File: config.mk
export PLATFORM = sky130hd
export DESIGN_NAME = clock_gate_ctrl
export DESIGN_NICKNAME = d
export VERILOG_FILES = /design/src/rtl/clock_gate_ctrl.sv
export SDC_FILE = /design/constraint.sdc
export NUM_CORES = 1
export LEC_CHECK = 0
export ABC_AREA = 1
export BUFFER_PORTS_ARGS = -buffer_cell sky130_fd_sc_hd__buf_2
export CAP_MARGIN = 20
export CORE_MARGIN = 4
export CORE_UTILIZATION = 47
export CTS_BUF_LIST = sky130_fd_sc_hd__clkbuf_16
export DETAILED_ROUTE_END_ITERATION = 8
export MAX_ROUTING_LAYER = met4
export PLACE_DENSITY_LB_ADDON = 0.12
export RECOVER_POWER = 50
export SYNTH_ARGS = -nofsm -noshare
export SYNTH_HDL_FRONTEND = slang
export SYNTH_SLANG_ARGS = --single-unit
File: constraint.sdc
create_clock -name clk -period 1.42 [get_ports clk]
set_clock_uncertainty 0.05 [all_clocks]
set_input_delay 0.071 -clock clk [delete_from_list [all_inputs] [get_ports clk]]
set_output_delay 0.071 -clock clk [all_outputs]
set_load 0.02 [all_outputs]
File: src/rtl/clock_gate_ctrl.sv
// Idle-detect controller producing the registered enable for a unit-level clock gater.
// Optional gated-cycle statistics counter enabled by defining CGC_STATS_EN.
module clock_gate_ctrl #(
  parameter int IDLE_CYCLES = 16,
  parameter int WAKE_CYCLES = 2,
  parameter int CNT_W       = 8,
  parameter int STAT_W      = 32
) (
  input  logic              clk,
  input  logic              reset_n,
  input  logic              Busy,
  input  logic              ReqValid,
  output logic              ReqReady,
  input  logic              ForceOn,
  output logic              E,
  output logic              Gated,
  output logic [STAT_W-1:0] GatedCycles
);

  localparam longint MAX_CNT = (64'sd1 <<< CNT_W) - 64'sd1;

  if (IDLE_CYCLES < 1 || longint'(IDLE_CYCLES) > MAX_CNT) begin : g_bad_idle
    $error("clock_gate_ctrl: IDLE_CYCLES out of range 1..2^CNT_W-1");
  end
  if (WAKE_CYCLES < 0 || longint'(WAKE_CYCLES) > MAX_CNT) begin : g_bad_wake
    $error("clock_gate_ctrl: WAKE_CYCLES out of range 0..2^CNT_W-1");
  end

  localparam logic [CNT_W-1:0] IDLE_LAST = CNT_W'(IDLE_CYCLES - 1);
  localparam logic [CNT_W-1:0] WAKE_LAST = CNT_W'((WAKE_CYCLES > 0) ? WAKE_CYCLES - 1 : 0);

  typedef enum logic [1:0] {RUN, GATED, WAKE} state_t;

  state_t           state_q, state_d;
  logic [CNT_W-1:0] cnt_q, cnt_d;
  logic             e_d, gated_d;
  logic             idle, wake;

  assign idle     = ~Busy & ~ReqValid & ~ForceOn;
  assign wake     = Busy | ReqValid | ForceOn;
  assign ReqReady = (state_q == RUN);

  always_ff @(posedge clk or negedge reset_n) begin
    if (!reset_n) begin
      state_q <= RUN;
      cnt_q   <= '0;
      E       <= 1'b1;
      Gated   <= 1'b0;
    end else begin
      state_q <= state_d;
      cnt_q   <= cnt_d;
      E       <= e_d;
      Gated   <= gated_d;
    end
  end

  // One counter serves both the idle run length (RUN) and the settle window (WAKE).
  always_comb begin
    state_d = state_q;
    cnt_d   = cnt_q;
    e_d     = E;
    gated_d = Gated;
    case (state_q)
      RUN: begin
        e_d     = 1'b1;
        gated_d = 1'b0;
        if (!idle) begin
          cnt_d = '0;
        end else if (cnt_q == IDLE_LAST) begin
          state_d = GATED;
          e_d     = 1'b0;
          gated_d = 1'b1;
          cnt_d   = '0;
        end else begin
          cnt_d = cnt_q + 1'b1;
        end
      end
      GATED: begin
        e_d     = 1'b0;
        gated_d = 1'b1;
        if (wake) begin
          state_d = (WAKE_CYCLES == 0) ? RUN : WAKE;
          e_d     = 1'b1;
          gated_d = 1'b0;
          cnt_d   = '0;
        end
      end
      WAKE: begin
        e_d     = 1'b1;
        gated_d = 1'b0;
        if (cnt_q == WAKE_LAST) begin
          state_d = RUN;
          cnt_d   = '0;
        end else begin
          cnt_d = cnt_q + 1'b1;
        end
      end
      default: begin
        state_d = RUN;
        cnt_d   = '0;
        e_d     = 1'b1;
        gated_d = 1'b0;
      end
    endcase
  end

`ifdef CGC_STATS_EN
  logic [STAT_W-1:0] stat_q;

  // Saturating count of cycles with the gater enable low; only reset clears it.
  always_ff @(posedge clk or negedge reset_n) begin
    if (!reset_n) begin
      stat_q <= '0;
    end else if (!E && (stat_q != {STAT_W{1'b1}})) begin
      stat_q <= stat_q + 1'b1;
    end
  end

  assign GatedCycles = stat_q;
`else
  assign GatedCycles = '0;
`endif

endmodule
# --- Yosys cells after proc, flatten, opt, wreduce, memory -nomap -nowiden ---
# Index checks and enable logic that the tools add are counted.
classes:
  n_addsub: 1
  n_eq_ne: 8
  mux: 18
  n_bitwise: 7
  n_reduce_logical: 2
op_table:
  columns: ["cell", "count"]
  rows:
  - ["$mux 8", 4]
  - ["$pmux 8 s3", 1]
  - ["$add 8x1->8 const B", 1]
  - ["$eq 8x1->1 const B", 1]
  - ["$eq 8x4->1 const B", 1]
  - ["$mux 2", 4]
  - ["$mux 1", 6]
  - ["$pmux 2 s3", 1]
  - ["$ne 2x1->1 const B", 2]
  - ["$ne 2x2->1 const B", 2]
  - ["$pmux 1 s2", 2]
  - ["$reduce_and 4->1", 1]
  - ["$not 1->1", 3]
  - ["$and 1x1->1", 2]
  - ["$eq 2x1->1 const B", 1]
  - ["$eq 2x2->1 const B", 1]
  - ["$logic_not 2->1", 1]
  - ["$or 1x1->1", 2]
word_totals:
  register_bits: 12
  input_bits: 5
  out_inout_bits: 35
  wordCells: 40

# --- Logic depth before layout (Yosys ltp) ---
depth:
  word_depth: 5
  mapped_depth: 9
  mapped_depth_nobuf: 9

# --- Worst setup path before layout ---
# No wires, ideal clock.
synth_path:
  path_kind: "register to register"
  from: "register cnt_q[0]"
  to: "register cnt_q[6]"
  setup_time_ps: 117
  arrival_ps: 1086
  t_required_ps: 1253
  slack_ps: 167
  path_stages_with_launch: 9
  n_path_buf: 0
  synth_period_minus_slack_ps: 1253
  path_cell_list: "dfrtp_1 > ha_1 > nand2_1 > o21ai_0 > nand2_1 > nand2_1 > inv_1 > nand2_1 > nand2_1"
synth_between:
  elab_chain_len: 4
  word_cells_on_any_way: 7
  classes_between: "add/sub: 1; eq/ne: 2; mux: 4"
synth_rtl:
  columns: ["element", "line", "source"]
  rows:
  - ["start, declared", "35", "logic [CNT_W-1:0] cnt_q, cnt_d;"]
  - ["start signal, assigned", "51", "cnt_q <= cnt_d;"]
  - ["$add 8x1->8 / $eq 8x4->1 (equally long branches)", "75, 95, 69", null]
  - ["$mux 8", "69", "end else if (cnt_q == IDLE_LAST) begin"]
  - ["$mux 8", "67", "if (!idle) begin"]
  - ["$pmux 8 s3 (*)", "63", "case (state_q)"]
# Mark *: on every way between the ends. The rest lies on a longest branch, timed or not.
# A chain may end at the register's enable or synchronous reset.

# --- Final worst setup path ---
layout_path:
  from: "register cnt_q[0]"
  to: "register cnt_q[5]"
# The elaborated chain is that of the path after synthesis.

==> summary.md <==
| Metric | Value |
|---|---|
| Total grt overflow | `0` |
| Rows | `16` |
| Initial antenna violation count | `0` |
| Highest-delay cell along the critical path | `dfrtp_1` |
| Reg2Reg Depth | `9` |
| Largest family of logic cells by synthesized area | `buffers and inverters` |
| Post-synthesis simple-gate area fraction | `0.278` |
| Synth Area in XOR/XNOR | `0.0275` |
| CP Data Required Time | `1500 ps` |
| Hold_sp | `Busy` |
| Post-DP HPWL | `approximately 1.3 mm` |
| Utilization after layout | `0.568` |
| Pin count of the biggest net entering global routing | `13` |
| Core box area | `between 1500 and 2000 um2` |
| First-pass GRT wire length | `2.86 mm` |
| Adder-cell area share of the yosys netlist | `0.0261` |
| Status | `finished, final reports clean` |
| Clock slew at reported path FFs | `roughly 40 ps` |
| Hold Crit Depth | `4` |
| Max_cap viols | `0` |
| CTS buffer count | `3` |
| CP Capture Type | `register` |
| Max-slew violations | `0` |
| Mux share of post-synthesis cell area | `0` |
| Initial Util | `0.493` |
| # diodes | `0` |
| P_leak | `about 0.00065 uW` |
| Placed cell count | `168` |
| Launching point of the worst reg2reg path | `cnt_q[0]` |
| ANT nets after route | `0` |
| H-tree depth | `1` |
| Clock insertion delay at the later pin of the skew report | `240 ps` |
| Clock Sinks | `12` |
| Synth warn | `0` |
| Slowest stage delay, CP | `~400 ps` |
| Pwr per Cell Area | `903 nW/um2` |
| Worst-case clock buffer depth | `2` |
| Vias in the first global route | `679` |
| Final #Nets | `158` |
| CP arrival | `1460 ps` |
| FILL cells | `196` |
| Max frequency | `around 0.72 GHz` |
| Final period utilization | `0.973` |
| Post-layout power | `996 uW` |
| Final WL | `1.88 mm` |
| CTS tree | `built` |
| Die Y-Extent | `53.1 um` |
| Die ar. | `2820 um2` |
| Layout area overhead | `15.3%` |
| First DRT Iteration DRCs | `19` |
| Number of remaining DRC errors | `0` |
| Flops & latches, synth | `12` |
| CP top delay family | `simple AND/OR/NAND/NOR gates` |
| RSZ-0062 raised after global routing | `true` |
| Max_slew headroom | `0.540` |
| Least-Margin Pin Slew | `690 ps` |
| Mapped Cells | `134` |
| Synth unique cells | `19` |
| WHS Endpoint | `Gated` |
| Post-synthesis sequential area ratio | `0.315` |
| Final Critical Period | `1380 ps` |
| CP Launch Type | `register` |
| Total GRT Usage | `0.150` |
| Wire length per cell | `between 10 and 15 um` |
| RePlAce Congestion | `0.797` |
| DR pass1 iterations | `4` |
| Post-synthesis compound-gate area fraction | `0.0235` |
| Area of the mapped netlist | `~960 um2` |
| Worst vdd ir | `0.591 mV` |
| Syn_area_per_cell | `7.14 um2` |
| Post-Layout Cell Count | `177` |
| Die X | `about 53 um` |
| Cells along the critical path | `buf_6, ha_4, inv_2, nor3_2, nand2_2, nand2_4, nand2_4, nand2_1, nand2_1` |
| Num ports | `40` |
| Vias | `744` |
| R2R setup slack | `40 ps` |
| Critical path class | `reg2reg` |
| Hold crit path type | `in2reg` |
| Port buffer count | `7` |
| Final setup vio count | `0` |
| Combined buffer and inverter count along the critical path | `2` |
| Crit Path Max Fanout | `7` |
| Clock Tree Root | `clkbuf_16` |
| Layout cells sized above 1 | `0.247` |
| Final Hold Fails | `0` |
| Vias/cell | `4.20` |
| FF-to-FF End | `cnt_q[5]` |
[worst max-delay path by stage]
stage / slack (ps) / from / to / cells past startpoint
after floorplan: 170 / cnt_q[0] / cnt_q[6] / 8
after global placement: 20 / cnt_q[0] / cnt_q[6] / 8
after detailed placement: -40 / cnt_q[0] / cnt_q[6] / 8
after CTS: 4 / cnt_q[0] / cnt_q[1] / 9
after global routing: -30 / cnt_q[0] / cnt_q[3] / 9
final: 40 / cnt_q[0] / cnt_q[5] / 9
[synth_stat cells]
| library cell | instances | area [um2] |
|---|---|---|
| inv_1 | 16 | 60.1 |
| nor3_4 | 1 | 16.3 |
| conb_1 | 1 | 3.75 |
| a21oi_1 | 2 | 10.0 |
| nor2_4 | 1 | 11.3 |
| nand2_1 | 41 | 154 |
| nand3_1 | 5 | 25.0 |
| o31ai_1 | 1 | 7.51 |
| nor3_1 | 3 | 15.0 |
| nor2_2 | 2 | 12.5 |
| inv_2 | 3 | 11.3 |
| dfrtp_1 | 11 | 275 |
| dfstp_2 | 1 | 26.3 |
| xor2_1 | 3 | 26.3 |
| o21ai_0 | 1 | 5.00 |
| nor2_1 | 7 | 26.3 |
| ha_1 | 2 | 25.0 |
| nand2_2 | 1 | 6.26 |
| buf_4 | 32 | 240 |
[cell usage in the layout (no fill, tap or decap), types with 3 or more instances in the layout]
cell type	instances
buf_4	3
clkbuf_16	3
nor2_1	6
nand3_1	4
nand2_2	5
nand2_4	3
buf_2	6
conb_1	32
nand2_1	34
inv_1	15
dfrtp_1	11
xor2_1	3
inv_2	4
[cells by family (layout without fill, tap and decap cells)]
family / after synthesis / after routing
AOI/OAI and AO/OA: 4 / 4
xor gates and xnor gates: 3 / 3
adders and majority gates: 2 / 2
buffers and inverters: 51 / 36
DFF: 12 / 12
other: 1 / 32
and+or+nand+nor: 61 / 61
[power by group]
part / switching (uW) / leakage, uW / total [uW] / internal (uW)
combinational: 106 / 0.000446 / 127 / 21.6
clock: 149 / 0.0000385 / 519 / 371
sequential: 3.74 / 0.000164 / 349 / 346
[metal layers]
metal,up-vias,routed length (um),track usage
met5,-,0,-
met4,0,59,0.115
met3,5,138,0.0169
met2,37,971,0.256
met1,332,716,0.158
li1,370,-,-
[timing repair]
item,in CTS,in global routing
endpoints found under the setup margin,7,9
endpoints found under the hold margin,12,0
gates cloned,0,0
resized for setup,2,20
hold buffers,1,0
pin swaps,5,7
buffers inserted,4,0
[final cells by class]
class,instances,area (um2),area share
multi-input combinational,102,529,0.480
sequential,12,302,0.273
timing repair buffer,13,88.8,0.0805
clock buffer,3,75.1,0.0680
inverter,19,71.3,0.0646
tap,27,33.8,0.0306
clock inverter,1,3.75,0.00340
[tightest hold or removal path, cell delays in order]
cell,delay [ps]
buf_2,80
nor2_1,30
nand2_1,200
nor3_1,80
[sequential cells by signal (all words and copies together) (netlist names)]
name and flops:
state_q 2, cnt_q 8, Gated 1, E 1
[stage by stage]
| step | setup TNS, ps | hold slack (ps) | instance area (um2) | worst slack [ps] |
|---|---|---|---|---|
| after floorplan | 0 | -275 | 1070 | 167 |
| after global placement | 0 | -81.2 | 910 | 21.4 |
| after detailed placement | -44.2 | -76.5 | 910 | -41.2 |
| after CTS | 0 | 205 | 1030 | 4.18 |
| after global routing | -212 | 252 | 1100 | -32.0 |
| final | 0 | 223 | 1100 | 38.5 |
(Power assumes the default switching activity.)
